===== config.mk =====
export PLATFORM = sky130hd
export DESIGN_NAME = decode_stage
export DESIGN_NICKNAME = d
export VERILOG_FILES = /design/src/rtl/decode_pkg.sv /design/src/rtl/decode_stage_imm_gen.sv /design/src/rtl/decode_stage.sv
export SDC_FILE = /design/constraint.sdc
export NUM_CORES = 1
export LEC_CHECK = 0
export BUFFER_PORTS_ARGS = -buffer_cell sky130_fd_sc_hd__buf_2
export CAP_MARGIN = 0
export CORE_AREA = 2 2 238 240
export CTS_CLUSTER_DIAMETER = 100
export DETAILED_ROUTE_END_ITERATION = 8
export DIE_AREA = 0 0 240 242
export PLACE_DENSITY = 0.56
export SLEW_MARGIN = 20
export SYNTH_ARGS = -nofsm -noshare
export SYNTH_HDL_FRONTEND = slang
export SYNTH_HIERARCHICAL = 1
export SYNTH_SLANG_ARGS = --single-unit

===== constraint.sdc =====
create_clock -name clock -period 4.15 [get_ports clock]
set_clock_uncertainty 0.15 [all_clocks]
set_input_delay 0.2075 -clock clock [delete_from_list [all_inputs] [get_ports clock]]
set_output_delay 0.2075 -clock clock [all_outputs]
set_load 0.05 [all_outputs]

===== src/rtl/decode_pkg.sv =====
// decode_pkg: shared widths, RV64I opcodes and immediate formats for the decode stage
package decode_pkg;
    localparam int XLEN = 64;
    localparam int RA_W = 6;
    localparam logic [6:0] LOAD      = 7'h03;
    localparam logic [6:0] STORE     = 7'h23;
    localparam logic [6:0] BRANCH    = 7'h63;
    localparam logic [6:0] JAL       = 7'h6f;
    localparam logic [6:0] JALR      = 7'h67;
    localparam logic [6:0] OP_IMM    = 7'h13;
    localparam logic [6:0] OP        = 7'h33;
    localparam logic [6:0] LUI       = 7'h37;
    localparam logic [6:0] AUIPC     = 7'h17;
    localparam logic [6:0] OP_IMM_32 = 7'h1b;
    localparam logic [6:0] OP_32     = 7'h3b;
    typedef enum logic [2:0] {IMM_I, IMM_S, IMM_B, IMM_U, IMM_J, IMM_NONE} imm_fmt_t;
    function automatic imm_fmt_t imm_fmt(input logic [6:0] op);
        return (op == LOAD || op == JALR || op == OP_IMM || op == OP_IMM_32) ? IMM_I :
               op == STORE ? IMM_S :
               op == BRANCH ? IMM_B :
               (op == LUI || op == AUIPC) ? IMM_U :
               op == JAL ? IMM_J : IMM_NONE;
    endfunction
endpackage


===== src/rtl/decode_stage_imm_gen.sv =====
// imm_gen: combinational sign-extended immediate for an RV64I instruction word
module imm_gen
    import decode_pkg::*;
(
    input  logic [31:0]     instr,
    output logic [XLEN-1:0] imm
);
    imm_fmt_t fmt;
    always_comb begin
        fmt = imm_fmt(instr[6:0]);
        case (fmt)
            IMM_I:   imm = {{(XLEN-12){instr[31]}}, instr[31:20]};
            IMM_S:   imm = {{(XLEN-12){instr[31]}}, instr[31:25], instr[11:7]};
            IMM_B:   imm = {{(XLEN-13){instr[31]}}, instr[31], instr[7], instr[30:25], instr[11:8], 1'b0};
            IMM_U:   imm = {{(XLEN-32){instr[31]}}, instr[31:12], 12'b0};
            IMM_J:   imm = {{(XLEN-21){instr[31]}}, instr[31], instr[19:12], instr[20], instr[30:21], 1'b0};
            default: imm = '0;
        endcase
    end
endmodule


===== src/rtl/decode_stage.sv =====
// decode_stage: RV64I decode with load-use stall and ID/EX register; DECODE_WB_BYPASS_EN adds the writeback bypass mux
module decode_stage
    import decode_pkg::*;
(
    input  logic            clock,
    input  logic            reset_n,
    input  logic            InstrValid,
    input  logic [31:0]     Instr,
    input  logic [XLEN-1:0] InstrPC,
    output logic            InstrReady,
    output logic [RA_W-1:0] Read1,
    output logic [RA_W-1:0] Read2,
    input  logic [XLEN-1:0] Data1,
    input  logic [XLEN-1:0] Data2,
    input  logic            WbRegWrite,
    input  logic [RA_W-1:0] WbReg,
    input  logic [XLEN-1:0] WbData,
    input  logic            Flush,
    input  logic            ExReady,
    output logic            ExValid,
    output logic [XLEN-1:0] ExPC,
    output logic [XLEN-1:0] ExRs1Val,
    output logic [XLEN-1:0] ExRs2Val,
    output logic [XLEN-1:0] ExImm,
    output logic [RA_W-1:0] ExRs1,
    output logic [RA_W-1:0] ExRs2,
    output logic [RA_W-1:0] ExRd,
    output logic [6:0]      ExOpcode,
    output logic [2:0]      ExFunct3,
    output logic [6:0]      ExFunct7,
    output logic            ExMemRead,
    output logic            ExMemWrite,
    output logic            ExRegWrite
);
    logic [6:0] opcode;
    logic [4:0] rs1, rs2, rd;
    logic use1, use2, hit1, hit2, known, reg_write;
    logic load_use, wb_stall, stall, advance, take;
    logic [XLEN-1:0] op1, op2, imm;

    assign opcode = Instr[6:0];
    assign rs1 = Instr[19:15];
    assign rs2 = Instr[24:20];
    assign rd = Instr[11:7];
    assign Read1 = {1'b0, rs1};
    assign Read2 = {1'b0, rs2};
    assign use1 = !(opcode == LUI || opcode == AUIPC || opcode == JAL);
    assign use2 = opcode == OP || opcode == OP_32 || opcode == STORE || opcode == BRANCH;
    assign hit1 = WbRegWrite && WbReg == Read1 && rs1 != '0;
    assign hit2 = WbRegWrite && WbReg == Read2 && rs2 != '0;

`ifdef DECODE_WB_BYPASS_EN
    assign op1 = rs1 == '0 ? '0 : hit1 ? WbData : Data1;
    assign op2 = rs2 == '0 ? '0 : hit2 ? WbData : Data2;
    assign wb_stall = 1'b0;
`else
    // without the mux, a landing write is picked up by re-reading the register file next cycle
    logic unused_wb;
    assign unused_wb = ^WbData;
    assign op1 = rs1 == '0 ? '0 : Data1;
    assign op2 = rs2 == '0 ? '0 : Data2;
    assign wb_stall = (use1 && hit1) || (use2 && hit2);
`endif

    assign load_use = ExValid && ExMemRead && ExRd != '0 &&
                      ((use1 && Read1 == ExRd) || (use2 && Read2 == ExRd));
    assign stall = load_use || wb_stall;
    assign advance = !ExValid || ExReady;
    assign take = advance && InstrValid && !stall;
    assign InstrReady = Flush || (advance && !stall);
    assign known = opcode inside {LOAD, STORE, BRANCH, JAL, JALR, OP_IMM, OP, LUI, AUIPC, OP_IMM_32, OP_32};
    assign reg_write = known && opcode != STORE && opcode != BRANCH && rd != '0;

    imm_gen u_imm_gen (.instr(Instr), .imm(imm));

    always_ff @(posedge clock or negedge reset_n) begin
        if (!reset_n) begin
            ExValid <= 1'b0;
            ExPC <= '0;
            ExRs1Val <= '0;
            ExRs2Val <= '0;
            ExImm <= '0;
            ExRs1 <= '0;
            ExRs2 <= '0;
            ExRd <= '0;
            ExOpcode <= '0;
            ExFunct3 <= '0;
            ExFunct7 <= '0;
            ExMemRead <= 1'b0;
            ExMemWrite <= 1'b0;
            ExRegWrite <= 1'b0;
        end else if (Flush) begin
            ExValid <= 1'b0;
        end else if (take) begin
            ExValid <= 1'b1;
            ExPC <= InstrPC;
            ExRs1Val <= op1;
            ExRs2Val <= op2;
            ExImm <= imm;
            ExRs1 <= Read1;
            ExRs2 <= Read2;
            ExRd <= {1'b0, rd};
            ExOpcode <= opcode;
            ExFunct3 <= Instr[14:12];
            ExFunct7 <= Instr[31:25];
            ExMemRead <= opcode == LOAD;
            ExMemWrite <= opcode == STORE;
            ExRegWrite <= reg_write;
        end else if (advance) begin
            ExValid <= 1'b0;
        end
    end
endmodule


==> results of run 1 <==
placed cells by master (no fill, tap or decap), types with 14 or more instances in the layout:
| master | synthesis | routed |
|---|---|---|
| a21oi_1 | 23 | 23 |
| buf_2 | 35 | 537 |
| clkbuf_16 | 0 | 37 |
| dfrtp_1 | 292 | 292 |
| dlygate4sd3_1 | 0 | 226 |
| inv_1 | 129 | 129 |
| mux2_1 | 162 | 162 |
| mux2i_1 | 130 | 130 |
| nand2_1 | 155 | 153 |
| xor2_1 | 14 | 14 |
power groups by stage:
stage	sequential, mW	clock [mW]	combinational (mW)
detailed placement	3.53	0	2.87
global route	3.54	3.33	3.18
floorplan	4.99	0	0.574
CTS	3.49	3.23	3.04
finish	3.49	3.11	3.02
global placement	3.51	0	2.85
worst reg2reg max path, delay by kind of cell, from the launching register on:
kind | cells | cell delay [ns]
AND/OR/NAND/NOR | 3 | 0.96
AO/OA/AOI/OAI | 2 | 0.51
buffers and inverters | 2 | 0.82
flip-flops | 1 | 0.45
multiplexers | 1 | 0.35
registers in the layout, summed over array words and instances (netlist names):
| register | flops |
|---|---|
| ExMemWrite | 1 |
| ExRs1Val | 64 |
| ExFunct7 | 7 |
| ExRs2Val | 64 |
| ExMemRead | 1 |
| ExFunct3 | 3 |
| ExRs2 | 5 |
| ExRs1 | 5 |
| ExImm | 64 |
| ExPC | 64 |
| ExRd | 5 |
| ExOpcode | 7 |
| ExValid | 1 |
| ExRegWrite | 1 |
routing by layer:
metal	vias to the layer above	wire length [um]	share of wire, %
met5	-	0	0
met2	446	19100	48
met4	0	1420	3.6
met1	5123	15600	40
li1	4954	-	-
met3	83	3330	8.4
per-stage QoR:
stage	instance area, um^2	total power, mW	hold WS [ns]
after floorplan	13000	5.57	-0.238
after global placement	16200	6.35	0.154
after detailed placement	16200	6.40	0.153
after CTS	19600	9.75	0.00469
after global routing	19600	10.1	0.0542
final	19600	9.63	0.0554
path summary, 6_finish.rpt:
kind                            startpoint           end  slack [ns]  cells past startpoint
worst max-delay path               ExRd[2]     ExImm[46]        0.79                      8
worst min-delay path              Instr[2]   ExOpcode[2]        0.06                      2
worst max register to register     ExRd[2]     ExImm[46]        0.79                      8
worst min register to register    ExRs1[4]      ExRs1[4]        0.33                      1
max in group asynchronous          reset_n     ExImm[56]        2.75                      3
min in group asynchronous          reset_n  ExRs1Val[21]        0.18                      2
cells by family (layout without fill, tap and decap cells):
family | count (synthesis) | count (layout) | synth area share (%)
simple gates | 216 | 216 | 7.30
xor+xnor | 20 | 20 | 1.35
compound gates | 44 | 44 | 2.26
mux | 293 | 293 | 24.2
buf+inv | 232 | 967 | 8.53
other cells | 1 | 6 | 0.0289
flops | 292 | 292 | 56.3
timing repair:
| action | in CTS | in global routing |
|---|---|---|
| buffers inserted | 0 | 0 |
| hold buffers | 226 | 0 |
| setup endpoints to repair | 0 | 0 |
| hold endpoints to repair | 330 | 0 |
area by class of cell:
type                            instances  area (um^2)
Clock buffer                           47         1030
Timing Repair Buffer                  781         5150
Multi-Input combinational cell        578         4580
Fill cell                            5480        36100
Sequential cell                       292         7310
Inverter                              129          484
Tap cell                              756          946
Antenna cell                            1         2.50
Clock inverter                         10          128
==> qor.yml, run 1 <==
cts_buffer_depth: 3
synth-edff-count: 0
drtIter0Drc: 329
power_frac_comb_pct: 31.4
yosys_warnings: 6
fin_nets: 2117
sw_frac_of_total_pct: 37.7
netlist_instances: 1098
path_buf_inv: 2
use_met1_pct: 15.1
drc: 0
viasPerCell: 4.09
area.growth.synth_to_final_pct: 51.4
start_util_pct: 23.3
leakagePower_nw: 10.9
overflow: 0
met2_usage_pct: 22.7
synthArstFlopShare_pct: 100
portBuffers: 538
power_frac_seq_pct: 36.3
syn_area_per_cell_um2: 11.8
fin_util_pct: 35.2
cts_resized: 0
power_switching_mw: 3.63
dp_hpwl_mm: 27.1
p_int_mw: 6.00
clock-sinks: 292
end_kind: "flip-flop"
wl_per_cell_um: 15.2
firstDrtPassIters: 5
grtUsageTotal_pct: 13.2
ys.flop_type: "dfrtp_1"
synth-seq-cells: 292
finalSetupViolCount: 0
cp_data_arrival_time_ns: 3.61
path_cells: "or4_1 > o211ai_2 > nor4_1 > o22ai_1 > nand4_1 > buf_12 > buf_4 > mux2_1"
crit_path_max_fanout: 98
status: "completed"
final_hold_viol_count: 0
drive_gt1_share_pct: 33.6
yosys-top-cells-count: "292 x dfrtp_1, 162 x mux2_1, 155 x nand2_1"
clk_pin_slew_worst_paths_ns: 0.06
slew_headroom_pct: 48.1
finalCritPeriodShare_pct: 81.0
start_kind: "flip-flop"
numCtsBuffers: 35
grt_pass1_wl_mm: 61.2
cpMaxStageDelayCell: "or4_1"
place_inst: 2310
core-area_um2: 55700
yosysMostFrequentCell: "dfrtp_1"
synth_top_area_share_pct: 56.3
grtUsageMet3_pct: 4.17
ys_seq_area_share_pct: 56.3
fin_crit_ns: 3.36
post-synth-top-area-cell: "dfrtp_1"
fp.dieH_um: 242
cpLargestDelayFamily: "simple AND/OR/NAND/NOR gates"
power_density_nw_per_um2: 490
setup_slack_ns: 0.787
cap_violations: 0
max_freq_ghz: 0.297
dr_total_vias: 10606
clk_latency_ns: 0.53
rsz0062_at_grt: "no"
grt_pass1_vias: 11332
die_area_um2: 58100
synth_area_um2: 13000
grt_antenna_before_repair: 1
ant_nets: 0
critical_path_required_ns: 4.40
critical_path.max_stage_delay_ns: 0.57
slew_violations: 0
tritoncts: "built"
clockPowerShare_pct: 32.3
worst_pin_slew_ns: 0.779
root_buffer: "clkbuf_16"
worst-setup-path-type: "flip-flop to flip-flop"
pre_cts_ws_ns: 0.937
grt_start_max_net_pins: 99
synth_area_leaders: "dfrtp_1 56%, mux2_1 14%, mux2i_1 10%, nand2_1 4.5%, inv_1 3.7%"
cts_max_level: 2
gp_congestion: 0.833
worstHoldPathType: "input port to flip-flop"
wl_mm: 39.5
synth.distinct_cells: 43
fin_cells: 2594
num_rows: 87
grt_busiest_layer: "met2"
ioPinCount: 608
die_w_um: 240
fin_tns_setup_ns: 0
irDropWorstVdd_mv: 0.296
(Power assumes the default switching activity.)
==> run 2: changes to the inputs <==
Settings changed: CORE_AREA 2 2 238 240 to 2 2 237 239, DIE_AREA 0 0 240 242 to 0 0 239 241, PLACE_DENSITY 0.56 to 0.58.
Clock period 4.15 ns to 2.7 ns, I/O delays scaled along.
==> run 2 against run 1 <==
  * The run now ends with negative setup slack left
  * Cell count up 0.19%
  * Sequential cell count unchanged
  * Register-to-register slack worse by 0.79 ns
  * Global-route usage up 0.82 points
  * Highest routed layer unchanged
==> qor.yml, run 2 (synthesis results as in run 1) <==
nFillCells: 5356  # was 5480
num_rows: 86  # was 87
fin_cells: 2599  # was 2594
irDropWorstVdd_mv: 0.521  # was 0.296 mV
status: "finished with violations"  # was completed
violations: "negative setup slack"
cap_violations: 0  # unchanged
viasPerCell: 4.20  # was 4.09
crit_start: "ExRd[2]"  # unchanged
die_w_um: 239  # was 240 um
area.growth.synth_to_final_pct: 56.1  # was 51.4%
crit_path_max_fanout: 2  # was 98
final_hold_viol_count: 0  # unchanged
root_buffer: "clkbuf_16"  # unchanged
fp.dieH_um: 241  # was 242 um
use_met1_pct: 16.3  # was 15.1%
dr_total_vias: 10915  # was 10606
setup_slack_ns: -0.0389  # was 0.787 ns
dp_hpwl_mm: 28.9  # was 27.1 mm
placed_area_um2: 16600  # was 16200 um^2
cts_max_level: 2  # unchanged
drtIter0Drc: 459  # was 329
finalSetupViolCount: 3  # was 0
worst_pin_slew_ns: 0.775  # was 0.779 ns
slew_violations: 0  # unchanged
start_kind: "flip-flop"  # unchanged
grtUsageTotal_pct: 14.0  # was 13.2%
core-area_um2: 54900  # was 55700 um^2
worstHoldPathType: "input port to async pin"  # was input port to flip-flop
clock-sinks: 292  # unchanged
pre_cts_ws_ns: -0.0672  # was 0.937 ns
r2r_start: "ExRd[2]"  # unchanged
fin_crit_ns: 2.74
firstDrtPassIters: 4  # was 5
drc: 0  # unchanged
final_cell_mix: "536 x buf_2, 290 x dfrtp_1, 228 x dlygate4sd3_1"  # was 537 x buf_2, 292 x dfrtp_1, 226 x dlygate4sd3_1
slew_headroom_pct: 48.4  # was 48.1%
grt_pass1_wl_mm: 63.5  # was 61.2 mm
fin_nets: 2172  # was 2117
portBuffers: 538  # unchanged
start_util_pct: 23.6  # was 23.3%
met2_usage_pct: 24.2  # was 22.7%
tritoncts: "built"  # unchanged
grt_busiest_layer: "met2"  # unchanged
power_density_nw_per_um2: 731  # was 490 nW/um^2
regArea_um2: 7310  # about the same
wl_mm: 42.2  # was 39.5 mm
max_freq_ghz: 0.365
stdcell_area_um2: 20200  # was 19600 um^2
grt_pass1_vias: 11771  # was 11332
end_kind: "output pin"  # was flip-flop
final_common_cell: "buf_2"  # unchanged
wl_per_cell_um: 16.2  # was 15.2 um
drive_gt1_share_pct: 36.3  # was 33.6%
leakagePower_nw: 11.2  # was 10.9 nW
multi_input_area_um2: 4660  # was 4580 um^2
clk_pin_slew_worst_paths_ns: 0.06  # about the same
grtUsageMet3_pct: 4.21  # was 4.17%
worst-setup-path-type: "flip-flop to output pin"  # was flip-flop to flip-flop
die_area_um2: 57600  # was 58100 um^2
finalCritPeriodShare_pct: 101
overflow: 0  # unchanged
grt_start_max_net_pins: 72  # was 99
numCtsBuffers: 36  # was 35
place_inst: 2302  # was 2310
cp_data_arrival_time_ns: 2.45  # was 3.61 ns
grt_antenna_before_repair: 0  # was 1
rsz0062_at_grt: "yes"  # was no
gp_congestion: 0.783  # was 0.833
clk_latency_ns: 0.53  # about the same
ioPinCount: 608  # unchanged
antennaDiodeCount: 0  # was 1
critical_path_required_ns: 2.41  # was 4.40 ns
cts_buffer_depth: 3  # unchanged
ant_nets: 0  # unchanged
[run 2: repair_timing]
item                                   4_1_cts  5_1_grt
buffers inserted                             4        0
pin swaps                                    7        2
hold buffers                               228        0
endpoints found under the hold margin      515        0
cloned                                       3        1
gates resized for setup                     28        7
setup endpoints to repair                  187      257
[run 2: cell type report]
cell class	count	area share (%)
flip-flops and latches	292	36.1
repair buffers	835	28.6
multi-input cells	578	23.0
clock buffers	47	4.96
well taps	704	4.35
inverters	129	2.39
clock inverters	14	0.550
[run 2: critical path: stages (launching register included)]
cell and delay (ns):
dfrtp_2 0.40, or4_4 0.53, o211ai_2 0.22, nor4_2 0.07
o2111ai_2 0.21, buf_4 0.17, nand2_4 0.05, o21bai_4 0.11
buf_8 0.16
[run 2: metrics by stage]
stage | hold slack, ns | util, % | total power [mW] | TNS (ns)
2_1_floorplan | -0.311 | - | 8.56 | 0
3_3_place_gp | 0.0189 | 30.2 | 9.87 | -0.621
3_5_place_dp | 0.0219 | 30.2 | 9.94 | -2.20
4_1_cts | 0.0308 | 36.8 | 15.0 | -0.236
5_1_grt | 0.0638 | 36.9 | 15.5 | -11.61
6_report | 0.0438 | 36.9 | 14.8 | -0.0431
[run 2: power by group]
group	leakage, nW	switching, mW	internal, mW	total [mW]
sequential	3.55	0.351	5.02	5.37
clock	0.556	1.89	2.72	4.60
combinational	7.08	3.47	1.36	4.83
[run 2: worst paths after layout]
check / depth (start not counted) / slack, ns / endpoint
hold / removal: 2 / 0.04 / ExRs2Val[24]
max in group asynchronous: 3 / 1.56 / ExRs2Val[34]
min in group clock: 5 / 0.13 / ExRs1[1]
setup reg to reg: 10 / 0 / ExRs2Val[28]
hold reg to reg: 1 / 0.33 / ExPC[27]
setup / recovery: 8 / -0.04 / InstrReady
[run 2: metal layers]
layer,wire (um),vias to the layer above
li1,-,5065
met5,0,-
met3,3340,92
met4,1250,0
met1,16800,5333
met2,20900,425
==> run 3: changes to the inputs <==
Settings changed: ABC_AREA set to 1, CORE_AREA 2 2 237 239 to 2 2 234 236, DIE_AREA 0 0 239 241 to 0 0 236 238, PLACE_DENSITY 0.58 to 0.63.
==> run 3 against run 2 <==
  * The run now ends clean
  * Clock-buffer cell count increased by 5
  * Design area increased by 5.5%
  * Cell count increased by 29%
  * Clock power increased by 2%
  * Total power decreased by 2.5%
  * Maximum frequency increased by 7.5%
  * Non-clock buffer count decreased by 30
  * Setup slack improved by 0.19 ns
  * Global-route usage increased by 4.8 points
  * Area after synthesis increased by 15%
  * Critical endpoint unchanged
  * Highest routed layer is now met5
==> qor.yml, run 3 <==
yosys_warnings: 6  # unchanged
rsz0062_at_grt: "no"  # was yes
worst-setup-path-type: "input port to output pin"  # was flip-flop to output pin
postCtsSetupBuffers: 0  # was 4
wl_mm: 54.4  # was 42.2 mm
ys.flop_type: "dfrtp_1"  # unchanged
cp_data_arrival_time_ns: 2.26  # was 2.45 ns
clk_latency_ns: 0.55  # was 0.53 ns
leakagePower_nw: 12.6  # was 11.2 nW
final_cell_mix: "840 x nand2_1, 537 x buf_2, 292 x dfrtp_1"  # was 536 x buf_2, 290 x dfrtp_1, 228 x dlygate4sd3_1
netlist_instances: 1976  # was 1098
cap_violations: 0  # unchanged
viasPerCell: 4.66  # was 4.20
drive_gt1_share_pct: 24.4  # was 36.3%
synth_top_area_share_pct: 48.9  # was 56.3%
ant_nets: 0  # unchanged
die_area_um2: 56200  # was 57600 um^2
fin_tns_setup_ns: 0  # was -0.0431 ns
finalCritPeriodShare_pct: 94.4  # was 101%
yosysMostFrequentCell: "nand2_1"  # was dfrtp_1
final_hold_viol_count: 0  # unchanged
start_kind: "input port"  # was flip-flop
cts_buffer_depth: 3  # unchanged
grt_antenna_before_repair: 8  # was 0
core-area_um2: 53500  # was 54900 um^2
drc: 0  # unchanged
path_buf_inv: 5  # was 2
top_layer: "met5"  # was met4
critical_path.max_stage_delay_ns: 0.54  # was 0.53 ns
cpLargestDelayFamily: "buffers and inverters"  # was simple AND/OR/NAND/NOR gates
grt_pass1_vias: 15261  # was 11771
path_cells: "dlygate4sd3_1 > buf_2 > inv_1 > nand3b_1 > nor2_1 > nor2_1 > nand3_1 > nand2_1 > inv_8 > nand2_1 > o21bai_1 > buf_2"  # was or4_4 > o211ai_2 > nor4_2 > o2111ai_2 > buf_4 > nand2_4 > o21bai_4 > buf_8
grtUsageTotal_pct: 18.8  # was 14.0%
drtIter0Drc: 1074  # was 459
fin_nets: 2919  # was 2172
slew_violations: 0  # unchanged
dr_total_vias: 15587  # was 10915
start_util_pct: 27.9  # was 23.6%
clock-sinks: 292  # unchanged
status: "completed"  # was finished with violations
critical_path_required_ns: 2.41  # about the same
irDropWorstVdd_mv: 0.422  # was 0.521 mV
finalSetupViolCount: 0  # was 3
synth_area_um2: 14900  # was 13000 um^2
r2r_start: "ExRd[3]"  # was ExRd[2]
cts_max_level: 2  # unchanged
ys_seq_area_share_pct: 48.9  # was 56.3%
clk_pin_slew_worst_paths_ns: 0.05  # was 0.06 ns
cpMaxStageDelayCell: "dlygate4sd3_1"  # was or4_4
fp.dieH_um: 238  # was 241 um
yosys-top-cells-count: "840 x nand2_1, 292 x dfrtp_1, 291 x nand4_1"  # was 292 x dfrtp_1, 162 x mux2_1, 155 x nand2_1
root_buffer: "clkbuf_16"  # unchanged
area.growth.synth_to_final_pct: 43.0  # was 56.1%
nFillCells: 5409  # was 5356
synthArstFlopShare_pct: 100  # unchanged
synth-seq-cells: 292  # unchanged
synth-edff-count: 0  # unchanged
multi_input_area_um2: 5880  # was 4660 um^2
fin_crit_ns: 2.55  # was 2.74 ns
ioPinCount: 608  # unchanged
final_common_cell: "nand2_1"  # was buf_2
gp_congestion: 0.833  # was 0.783
syn_area_per_cell_um2: 7.56  # was 11.8 um^2
routed-wl-met2_mm: 26.0  # was 20.9 mm
dr_wl_met3_mm: 3.83  # was 3.34 mm
end_kind: "output pin"  # unchanged
wl_met1_mm: 22.3  # was 16.8 mm
crit_path_max_fanout: 12  # was 2
p_total_mw: 14.4  # was 14.8 mW
dp_hpwl_mm: 35.0  # was 28.9 mm
synth_area_leaders: "dfrtp_1 49%, nand2_1 21%, nand4_1 12%, inv_1 4.3%, buf_2 3.3%"  # was dfrtp_1 56%, mux2_1 14%, mux2i_1 10%, nand2_1 4.5%, inv_1 3.7%
worst_pin_slew_ns: 0.813  # was 0.775 ns
overflow: 0  # unchanged
worstHoldPathType: "input port to async pin"  # unchanged
post-synth-top-area-cell: "dfrtp_1"  # unchanged
num_rows: 85  # was 86
max_freq_ghz: 0.392  # was 0.365 GHz
tritoncts: "built"  # unchanged
firstDrtPassIters: 5  # was 4
synth.distinct_cells: 30  # was 43
die_w_um: 236  # was 239 um
grt_start_max_net_pins: 153  # was 72
slew_headroom_pct: 45.8  # was 48.4%
regArea_um2: 7310  # about the same
crit_start: "Instr[18]"  # was ExRd[2]
timing.hold.ws_ns: 0.0422  # was 0.0438 ns
wl_per_cell_um: 16.3  # was 16.2 um
portBuffers: 538  # unchanged
power_density_nw_per_um2: 676  # was 731 nW/um^2
grt_pass1_wl_mm: 85.4  # was 63.5 mm
numCtsBuffers: 36  # unchanged
==> run 3: through the flow <==
stage / cell area [um^2] / utilization [%] / cells / setup slack [ns]
after floorplan: 15000 / - / 1980 / 0.274
after global placement: 18000 / 33.6 / 3050 / 0.398
after detailed placement: 18000 / 33.6 / 3050 / 0.370
after CTS: 21300 / 39.9 / 3336 / 0.142
after global routing: 21400 / 39.9 / 3340 / 0.0148
final: 21400 / 39.9 / 3342 / 0.152
==> run 3: final cells by class <==
| type | count | share of cell area (%) |
|---|---|---|
| timing repair buffer | 805 | 25.7 |
| tap | 696 | 4.08 |
| antenna | 6 | 0.0703 |
| inverter | 178 | 3.16 |
| sequential | 292 | 34.2 |
| clock inverter | 7 | 0.322 |
| multi-input combinational | 1306 | 27.6 |
| clock buffer | 52 | 4.88 |
==> run 3: cell families (layout without fill, tap and decap cells) <==
group | count (synthesis) | in the layout | synth area share, %
other cells | 1 | 11 | 0.0251
xor+xnor | 7 | 7 | 0.410
simple gates | 1286 | 1286 | 38.4
flops | 292 | 292 | 48.9
compound gates | 8 | 8 | 0.285
buf+inv | 382 | 1042 | 12.0
==> run 3: path summary, 6_finish.rpt <==
kind                                 to  slack (ns)  depth (start not counted)
max                          InstrReady        0.15                         12
min                            ExPC[56]        0.04                          2
max reg2reg                     ExValid        0.20                         12
min reg2reg                   ExImm[44]        0.31                          2
max in group asynchronous      ExPC[14]        1.58                          3
min in group clock         ExRs1Val[45]        0.10                          5
==> run 3: repair_timing <==
item,in CTS,in global routing
resized for setup,0,1
endpoints found under the hold margin,451,0
endpoints found under the setup margin,0,1
hold buffers,227,0
==> run 3: routing by layer <==
metal,global-route usage (%),up-vias
met5,0,-
met3,4.89,132
li1,-,7575
met1,23.4,7321
met2,30.7,553
met4,8.28,6
==> run 3: worst reg2reg max path, delay by kind of cell, from the launching register on <==
kind / cells / cell delay, ns
flip-flops: 1 / 0.43
buffers and inverters: 3 / 0.89
AND/OR/NAND/NOR: 8 / 0.81
AO/OA/AOI/OAI: 1 / 0.12
==> run 3: where the power goes <==
group          switching [mW]  internal (mW)  total [mW]
clock                    1.93           2.76        4.69
combinational            3.35           1.12        4.47
sequential              0.316           4.95        5.26
total                    5.60           8.83        14.4
